File: config.mk
export PLATFORM = sky130hd
export DESIGN_NAME = dm_bridge
export DESIGN_NICKNAME = d
export VERILOG_FILES = /design/src/rtl/dm_bridge.sv
export SDC_FILE = /design/constraint.sdc
export NUM_CORES = 1
export LEC_CHECK = 0
export BUFFER_PORTS_ARGS = -buffer_cell sky130_fd_sc_hd__buf_2
export CAP_MARGIN = 20
export CORE_MARGIN = 2
export CORE_UTILIZATION = 50
export CTS_CLUSTER_SIZE = 40
export DETAILED_ROUTE_END_ITERATION = 7
export GPL_TIMING_DRIVEN = 0
export PLACE_DENSITY = 0.85
export SYNTH_ARGS = -nofsm -noshare
export SYNTH_HDL_FRONTEND = slang
export SYNTH_SLANG_ARGS = --single-unit
File: constraint.sdc
create_clock -name clk -period 2.6 [get_ports clk]
set_input_delay 0.52 -clock clk [delete_from_list [all_inputs] [get_ports clk]]
set_output_delay 0.52 -clock clk [all_outputs]
set_load 0.02 [all_outputs]
File: src/rtl/dm_bridge.sv
// Data-memory bridge: CPU load/store -> word-wide ready-handshake bus; optional abort via DM_TIMEOUT_EN.
// Latency: IDLE capture + REQ (1 + bus wait cycles) + DONE commit; zero-wait access stalls 2 cycles.
// Backpressure: bus_req held until bus_ready; cpu_stall freezes the core until DONE.
module dm_bridge #(
  parameter int TIMEOUT = 255,
  parameter int CNT_W   = 8
) (
  input  logic        clk,
  input  logic        rst_n,
  input  logic        cpu_req,
  input  logic        cpu_we,
  input  logic [31:0] cpu_addr,
  input  logic [31:0] cpu_wdata,
  input  logic [2:0]  dm_ctrl,
  output logic [31:0] cpu_rdata,
  output logic        cpu_stall,
  output logic        misalign,
  output logic        bus_err,
  output logic        bus_req,
  output logic        bus_we,
  output logic [31:0] bus_addr,
  output logic [3:0]  bus_be,
  output logic [31:0] bus_wdata,
  input  logic [31:0] bus_rdata,
  input  logic        bus_ready
);

  if (2**CNT_W <= TIMEOUT) begin : g_cnt_w_check
    $error("dm_bridge: CNT_W too narrow for TIMEOUT");
  end

  typedef enum logic [1:0] {IDLE, REQ, DONE} state_t;

  state_t      state, state_nxt;
  logic        is_half, is_byte, is_word;
  logic        accept, tmo;
  logic [3:0]  be_nxt;
  logic [31:0] wdata_nxt;
  logic [31:0] rd_shift, load_ext;

  logic [29:0] word_addr_q;
  logic [1:0]  off_q;
  logic        we_q;
  logic [2:0]  ctrl_q;
  logic [3:0]  be_q;
  logic [31:0] wdata_q;
  logic [31:0] rdata_q;
  logic        err_q;

  // 101-111 fall through to word size
  assign is_half = (dm_ctrl == 3'b001) || (dm_ctrl == 3'b010);
  assign is_byte = (dm_ctrl == 3'b011) || (dm_ctrl == 3'b100);
  assign is_word = ~is_half & ~is_byte;

  assign misalign  = cpu_req & ((is_half & cpu_addr[0]) | (is_word & (|cpu_addr[1:0])));
  assign accept    = cpu_req & ~misalign;
  assign cpu_stall = accept & (state != DONE);

  always_comb begin
    be_nxt    = 4'b1111;
    wdata_nxt = cpu_wdata;
    if (is_half) begin
      be_nxt    = 4'b0011 << cpu_addr[1:0];
      wdata_nxt = {2{cpu_wdata[15:0]}};
    end else if (is_byte) begin
      be_nxt    = 4'b0001 << cpu_addr[1:0];
      wdata_nxt = {4{cpu_wdata[7:0]}};
    end
  end

  assign rd_shift = bus_rdata >> {off_q, 3'b000};

  always_comb begin
    load_ext = rd_shift;
    case (ctrl_q)
      3'b001:  load_ext = {{16{rd_shift[15]}}, rd_shift[15:0]};
      3'b010:  load_ext = {16'h0000, rd_shift[15:0]};
      3'b011:  load_ext = {{24{rd_shift[7]}}, rd_shift[7:0]};
      3'b100:  load_ext = {24'h000000, rd_shift[7:0]};
      default: load_ext = rd_shift;
    endcase
  end

`ifdef DM_TIMEOUT_EN
  localparam logic [CNT_W-1:0] TO_LAST = CNT_W'(TIMEOUT - 1);
  logic [CNT_W-1:0] cnt_q;

  // Abort on the TIMEOUT-th REQ cycle that still lacks bus_ready
  assign tmo = (state == REQ) & ~bus_ready & (cnt_q == TO_LAST);

  always_ff @(posedge clk or negedge rst_n) begin
    if (!rst_n) begin
      cnt_q <= '0;
    end else if (state == IDLE && accept) begin
      cnt_q <= '0;
    end else if (state == REQ) begin
      cnt_q <= cnt_q + 1'b1;
    end
  end
`else
  assign tmo = 1'b0;
`endif

  always_comb begin
    state_nxt = state;
    case (state)
      IDLE:    if (accept) state_nxt = REQ;
      REQ:     if (bus_ready || tmo) state_nxt = DONE;
      DONE:    state_nxt = IDLE;
      default: state_nxt = IDLE;
    endcase
  end

  always_ff @(posedge clk or negedge rst_n) begin
    if (!rst_n) begin
      state <= IDLE;
    end else begin
      state <= state_nxt;
    end
  end

  always_ff @(posedge clk or negedge rst_n) begin
    if (!rst_n) begin
      word_addr_q <= '0;
      off_q       <= '0;
      we_q        <= 1'b0;
      ctrl_q      <= '0;
      be_q        <= '0;
      wdata_q     <= '0;
    end else if (state == IDLE && accept) begin
      word_addr_q <= cpu_addr[31:2];
      off_q       <= cpu_addr[1:0];
      we_q        <= cpu_we;
      ctrl_q      <= dm_ctrl;
      be_q        <= be_nxt;
      wdata_q     <= wdata_nxt;
    end
  end

  always_ff @(posedge clk or negedge rst_n) begin
    if (!rst_n) begin
      rdata_q <= '0;
      err_q   <= 1'b0;
    end else begin
      err_q <= tmo;
      if (tmo) begin
        rdata_q <= '0;
      end else if (state == REQ && bus_ready && !we_q) begin
        rdata_q <= load_ext;
      end
    end
  end

  // Misaligned accesses commit in the same cycle, so zero is forced combinationally
  assign cpu_rdata = misalign ? 32'h0 : rdata_q;
  assign bus_err   = err_q;
  assign bus_req   = (state == REQ);
  assign bus_we    = we_q & bus_req;
  assign bus_addr  = {word_addr_q, 2'b00};
  assign bus_be    = be_q;
  assign bus_wdata = wdata_q;

endmodule
# Word level (Yosys, flattened, before mapping)
# Cells that the tools add are included.
# word_totals
mem_count	0
register_bits	106
latchBits	0
out_inout_bits	105
mem_bits_rw	0
word_cells	52
mem_bits_ro	0
in_bits	104
# classes
n_div	0
n_reduce_logical	9
n_mux	9
add_sub_neg	0
n_mul	0
magnitude_cmp	0
n_eq_ne	12
bitwise	11
n_shift	3
# ops
op	count
32-bit one-hot mux with 4 select lines	1
32-bit 2-to-1 mux	3
32-bit by 5-bit >> shifter with 32-bit output	1
3-bit by 2-bit equality test with 1-bit output (second input constant)	4
4-bit 2-to-1 mux	2
1-bit bitwise AND	7
3-bit by 1-bit equality test with 1-bit output (second input constant)	2
3-bit equality test (second input constant)	2
2-bit 2-to-1 mux	2
2-bit != test (second input constant)	2
2-bit one-hot mux with 2 select lines	1
1-bit by 2-bit left shift with 4-bit output (first input constant)	1
2-bit by 2-bit left shift with 4-bit output (first input constant)	1
1-bit logical AND	3
1-bit NOT	3
2-bit by 1-bit equality test with 1-bit output (second input constant)	1
2-bit logical NOT	1
1-bit logical OR	2
2-bit by 1-bit != test with 1-bit output (second input constant)	1
2-bit AND reduction	1
2-bit OR reduction	1
1-bit logical NOT	1
1-bit OR	1

# Depth between registers and ports, before layout
# Gate-level depths: netlist (run 1).
# depth
ltp_word	11
depth_mapped	8
depth_no_buf	6

# Worst setup path after synthesis (run 1)
# OpenSTA, ideal clock, no wires.
# synth_timing
kind	input port to output port
from	input port cpu_addr[0]
to	output port cpu_rdata[22]
t_required_ns	2.080
path_stages	7
n_path_buf	1
t_arrival_ns	1.862
path_slack_ns	0.218
cell_sequence	inv_1 ha_1 and3b_1 a31o_1 o21ai_1 clkbuf_1 and2_1
# synth_between
elab_chain_cells	5
elab_cells_between_ends	6
classes_between	1 x mux; 4 x bitwise; 1 x reduce/logical
# synth_lines
item	line	source
from (decl)	12	input logic [31:0] cpu_addr,
2-bit OR reduction	55	assign misalign = cpu_req & ((is_half & cpu_addr[0]) | (is_word & (|cpu_addr[1:0])));
1-bit bitwise AND	55	
1-bit OR (*)	55	
1-bit bitwise AND (*)	55	
32-bit 2-to-1 mux (*)	155	assign cpu_rdata = misalign ? 32'h0 : rdata_q;
to (decl)	15	output logic [31:0] cpu_rdata,
# Every way passes the cells marked *; elsewhere a longest branch is shown, timed or not.

# Worst setup path after layout (run 1)
# layout_timing
from	input port cpu_addr[1]
to	output port cpu_rdata[3]
# layout_between
elab_chain_cells	5
# layout_lines
item	line
2-bit OR reduction	55
1-bit bitwise AND	55
1-bit OR	55
1-bit bitwise AND	55
32-bit 2-to-1 mux	155
# Every way passes these cells.

==> results.tsv, run 1 <==
metric	value	unit
grt_pass1_wl	25880	microns
stdcell_count	885	
drt_iter0_markers	299	
timing.rr.end	rdata_q[5]	
hold_viol	0	
cts_root_buffer	clkbuf_16	
yosysMostFrequentCell	dfrtp_1	
cts_max_level	3	
async_flop_share	1.000	
rows	39	
numCtsBuffers	9	
io_pins	209	
dr_total_vias	4872	
synthSimpleGateAreaFrac	0.1294	
hpwl	11820	microns
r2r_start	state[1]	
synth-main-ff-cell	dfrtp_1	
cellLeakagePower	3.612	nW
cts_sinks	106	
path_cells	clkbuf_4, inv_4, ha_4, and3b_1, a31o_4, o21ai_4, buf_12, clkbuf_8, and2_1, buf_2	
overflow	0	
max_freq	0.3911	GHz
status	complete, no violations	
finalWeightedCongestion	0.9461	
synth_common_cells	dfrtp_1 (106), mux2_1 (67), and2_1 (49)	
yosys.area_share.adder	0.008686	
drc	0	
setup_viol	0	
cts_tree	done	
min_path_type	input port to async pin	
min_period_over_period	0.9835	
grt_max_degree	67	
coreArea	11320	sq um
path_max_fanout	8	
worst_pin_slew	672.1	ps
vias_per_cell	5.505	
netlist_instances	510	
drt_wl_total	16050	microns
firstDrtPassIters	4	
path_class	input port to output pin	
yosysWarnings	0	
final_core_util	0.6679	
fp.dieH	111.3	microns
avgRoutedWirePerCell	18.14	microns
synthXorXnorAreaFrac	0.002823	
ys_ff_latch	106	
grt_pass1_vias	5126	
crit_required	2080	ps
netlist_top_cells_area	dfrtp_1 (46%), mux2_1 (13%), mux2i_1 (6.1%)	
drive_above_1_share	0.3922	
fin_crit	2557	ps
grt_usage	0.2611	
fin_area	7561	sq um
synth_top_area_cell	dfrtp_1	
diodes	0	
netlist_area	5762	sq um
ys_types	51	
yosysSeqAreaShare	0.4604	
synth_compound_gate_area_share	0.1151	
maxCapViolCount	0	
dieArea	12400	sq um
synth_mux_area_frac	0.2321	
slowest_delay	230	ps
rr_worst_depth	4	
synth_top_family_by_area	multiplexers	
slew_headroom	0.5519	
dp.cells	861	
syn-mean-instance-area	11.30	sq um
antenna_found_initial	0	
port_buffers	205	
start_kind	input port	
powerDensity	1034	nW/um^2
peakVddDrop	0.7345	mV
crit_family	buffers and inverters	
dpl_cell_area	7004	sq um
dieWidth	111.3	microns
finalClockSkew	13.59	ps
nets	845	
clock_latency	360	ps
clock_tree.buffer_depth	2	
crit_buf_inv	5	
drv_slew	0	
fillers	860	
synth_edf_count	0	
path_clk_slew	70	ps
initial_core_util	0.5090	
postRouteAntennaNets	0	
critPathSlowestCell	a31o_4	
crit_path_end_kind	output pin	
r2r_slack	560	ps
finalPower	7.819	mW
areaGrowthSynthToFinish	31.23	%
cp.arrival	2040	ps
synth_top_area_share	0.4604	
-- worst max-delay path by stage --
stage	start	end	cells after the start
4_1_cts	cpu_addr[0]	cpu_rdata[8]	10
3_5_place_dp	cpu_addr[1]	cpu_rdata[6]	9
3_3_place_gp	cpu_addr[0]	cpu_rdata[6]	9
2_1_floorplan	cpu_addr[0]	cpu_rdata[22]	7
6_report	cpu_addr[1]	cpu_rdata[3]	10
5_1_grt	cpu_addr[1]	cpu_rdata[8]	10
-- cell type report --
type | instances | area (sq um) | share of cell area
Tap cell | 143 | 178.9 | 0.02366
Clock inverter | 6 | 90.09 | 0.01191
Timing Repair Buffer | 214 | 1214 | 0.1605
Multi-Input combinational cell | 353 | 2861 | 0.3785
Sequential cell | 106 | 2653 | 0.3508
Clock buffer | 10 | 239.0 | 0.03161
Buffer | 35 | 255.2 | 0.03376
Inverter | 18 | 70.07 | 0.009267
-- repair_timing --
action                                  CTS  global route
endpoints found under the setup margin   33            32
setup buffers                             2             4
pin swaps                                 1             2
hold buffers                              0             0
endpoints found under the hold margin     0             0
cloned                                    2             0
resized for setup                        26            22
-- registers in the layout (all words and copies together) (netlist names) --
| register | cells |
|---|---|
| we_q | 1 |
| word_addr_q | 30 |
| bus_wdata | 32 |
| state | 2 |
| off_q | 2 |
| ctrl_q | 3 |
| rdata_q | 32 |
| bus_be | 4 |
-- power by group --
part           switching (mW)  internal (mW)  leakage, nW
Sequential              0.365           2.36         1.24
Clock                   0.632          0.873        0.159
Combinational            2.07           1.52         2.22
-- per-layer routing --
metal,GRT usage,share of wire,wire [microns],vias up
met4,0.1021,0.024,385,0
met3,0.07349,0.082,1322,35
met5,0,0,0,-
met1,0.3112,0.39,6306,2363
li1,-,-,-,2249
met2,0.4500,0.50,8036,225
-- stage by stage --
stage	TNS [ps]	setup slack (ps)	hold WS [ps]
after floorplan	0	218.1	224.4
after global placement	-24610	-526.8	461.7
after detailed placement	-15530	-570.8	469.1
after CTS	-3.142	-1.712	169.0
after global routing	-11.65	-11.65	198.2
final	0	42.92	162.0
-- cells in the final DEF (no fill, tap or decap), types with 3 or more instances in the layout --
master       n
buf_2      187
dfrtp_1    106
mux2_1      67
and2_1      47
mux2i_1     35
buf_4       31
nor2_1      27
nor2b_1     19
o21ai_0     18
a21oi_1     18
mux2_2      16
o22a_1      16
inv_1       15
buf_6       12
nor3_1      11
clkbuf_1    10
clkbuf_16    9
nand2_1      8
a2bb2oi_1    8
o211ai_1     8
a211oi_1     7
clkbuf_8     6
nand2b_1     5
and3b_1      3
o22ai_1      3
ha_1         3
conb_1       3
-- cells by family (layout without fill, tap and decap cells) --
| kind of cell | count (synthesis) | in the layout |
|---|---|---|
| XOR/XNOR | 1 | 1 |
| adder cells (fa/ha/maj) | 4 | 4 |
| flip-flops | 106 | 106 |
| buffers and inverters | 53 | 283 |
| AO/OA/AOI/OAI | 92 | 92 |
| multiplexers | 121 | 121 |
| AND/OR/NAND/NOR | 132 | 132 |
| other | 1 | 3 |
-- worst register-to-register path, cell delays in order, from the launching register on --
cell,delay (ps)
dfrtp_1,390
and2b_1,290
nor3b_2,550
buf_2,350
mux2_2,370
No activity file was read; power rests on OpenSTA's default activity.
==> inputs of run 2 (changes only) <==
--- a/config.mk
+++ b/config.mk
@@ -11,8 +11,8 @@
 export CORE_UTILIZATION = 50
 export CTS_CLUSTER_SIZE = 40
 export DETAILED_ROUTE_END_ITERATION = 7
-export GPL_TIMING_DRIVEN = 0
 export PLACE_DENSITY = 0.85
+export SETUP_SLACK_MARGIN = 0.3
 export SYNTH_ARGS = -nofsm -noshare
 export SYNTH_HDL_FRONTEND = slang
 export SYNTH_SLANG_ARGS = --single-unit
==> run 2 against run 1 <==
  * Die area unchanged
  * Combinational power rose by 7.2%
  * Sequential power up 3%
  * Critical path type unchanged
  * Largest power group unchanged
  * Highest routed layer unchanged
==> results.tsv, run 2 (synthesized netlist as in run 1, its figures left out) <==
metric	value	unit	change
status	complete, no violations		
path_max_fanout	8		unchanged
fp.dieH	111.3	microns	unchanged
path_clk_slew	60	ps	about the same
grt_pass1_wl	25060	microns	-3.1%
finalWeightedCongestion	0.8687		-8.2%
slew_headroom	0.5311		-0.02078
slowest_delay	220	ps	about the same
drt_wl_total	15690	microns	-2.2%
cp.arrival	1950	ps	-90 ps
crit_required	2080	ps	about the same
clock_tree.buffer_depth	2		unchanged
numCtsBuffers	9		unchanged
path_class	input port to output pin		
finalClockSkew	6.943	ps	-6.649 ps
start_kind	input port		
overflow	0		unchanged
fin_tns_setup	0	ps	unchanged
fin_crit	2470	ps	-87.09 ps
maxCapViolCount	0		unchanged
vias_per_cell	5.630		+2.3%
cts_hold_buf	0		unchanged
critPathSlowestCell	a31o_1		
crit_buf_inv	5		unchanged
clock_latency	340	ps	-20 ps
diodes	0		unchanged
firstDrtPassIters	5		+1
grt_usage	0.2487		-0.01247
min_path_type	input port to async pin		
mostFrequentLayoutCells	buf_2 (167), dfrtp_1 (106), mux2_1 (67)		
initial_core_util	0.5090		unchanged
dr_total_vias	4876		+0.082%
antenna_found_initial	0		unchanged
peakVddDrop	0.7298	mV	-0.64%
cts_max_level	3		unchanged
avgRoutedWirePerCell	18.12	microns	-0.10%
postRouteAntennaNets	0		unchanged
fillers	811		-5.7%
final_common_cell	buf_2		
stdcell_count	866		-2.1%
min_period_over_period	0.9500		-0.03350
rows	39		unchanged
crit_path_frequent_cell	buf_6		
max_freq	0.4049	GHz	+3.5%
crit_family	buffers and inverters		
path_cells	buf_8, inv_6, ha_4, and3b_1, a31o_1, o21ai_4, buf_6, clkbuf_16, and2_4, buf_6		
io_pins	209		unchanged
coreArea	11320	sq um	unchanged
cts_root_buffer	clkbuf_16		
drt_iter0_markers	297		-0.67%
rsz0062_at_grt	true		
dp.cells	840		-2.4%
worst_pin_slew	703.3	ps	+31.18 ps
drv_slew	0		unchanged
drive_above_1_share	0.4315		+0.03935
nets	826		-2.2%
crit_path_end_kind	output pin		
setup_viol	0		unchanged
hold_viol	0		unchanged
drc	0		unchanged
port_buffers	205		unchanged
dieArea	12400	sq um	unchanged
areaGrowthSynthToFinish	33.51	%	
final_core_util	0.6795		+0.01160
powerDensity	1040	nW/um^2	+0.62%
grt_max_degree	54		-19%
hpwl	10860	microns	-8.1%
cts_tree	done		
dieWidth	111.3	microns	unchanged
cts_sinks	106		unchanged
grt_pass1_vias	5126		unchanged
cellLeakagePower	3.648	nW	+1.0%
run 2: changes by cell type in the layout (fill, tap and decap cells not counted), sizes merged:
cell | before | now
buf | 233 | 228
bufinv | 2 | 1
clkbuf | 26 | 14
clkinv | 4 | 3
run 2: cell type report:
class                      instances  area [sq um]  share of cell area
inverter                          18         77.57             0.01008
sequential                       106          2653              0.3448
tap                              143         178.9             0.02326
multi-input combinational        353          2939              0.3821
clock buffer                      12         246.5             0.03204
timing repair buffer             230          1546              0.2010
clock inverter                     4         51.30            0.006669
run 2: metrics by stage:
step / setup slack, ps / cell area (sq um) / power (mW) / hold WS, ps
6_report: 130.0 / 7692 / 8.004 / 201.7
5_1_grt: 92.01 / 7692 / 8.436 / 273.4
4_1_cts: 119.6 / 7559 / 7.847 / 249.3
3_5_place_dp: 60.55 / 6953 / 6.164 / 469.5
3_3_place_gp: 136.6 / 6953 / 6.022 / 463.1
2_1_floorplan: 316.7 / 5811 / 5.001 / 224.4
run 2: routing by layer:
| layer | GRT usage | part of all wire | vias up |
|---|---|---|---|
| met5 | 0 | 0 | - |
| met4 | 0.07407 | 0.024 | 0 |
| met3 | 0.06587 | 0.084 | 33 |
| met2 | 0.4386 | 0.51 | 258 |
| met1 | 0.3003 | 0.39 | 2378 |
| li1 | - | - | 2207 |
run 2: final timing paths:
path	from	end	slack [ps]	depth (start not counted)
min	rst_n	word_addr_q[29]	200	1
min in group clk	cpu_addr[17]	word_addr_q[15]	390	2
min reg2reg	word_addr_q[15]	word_addr_q[15]	480	1
max	cpu_addr[1]	cpu_rdata[1]	130	10
max in group asynchronous	rst_n	word_addr_q[2]	1650	2
max reg2reg	state[1]	rdata_q[28]	650	5
run 2: repair_timing:
item                       CTS  global route
buffers inserted             5             2
setup endpoints to repair   33            34
gates resized for setup     73            36
pin swaps                    7            18
cloned                       2             1
run 2: where the power goes:
group          switching (mW)  leakage, nW  internal (mW)
clock network           0.598        0.143          0.775
registers               0.426         1.24           2.36
logic                    2.06         2.27           1.78
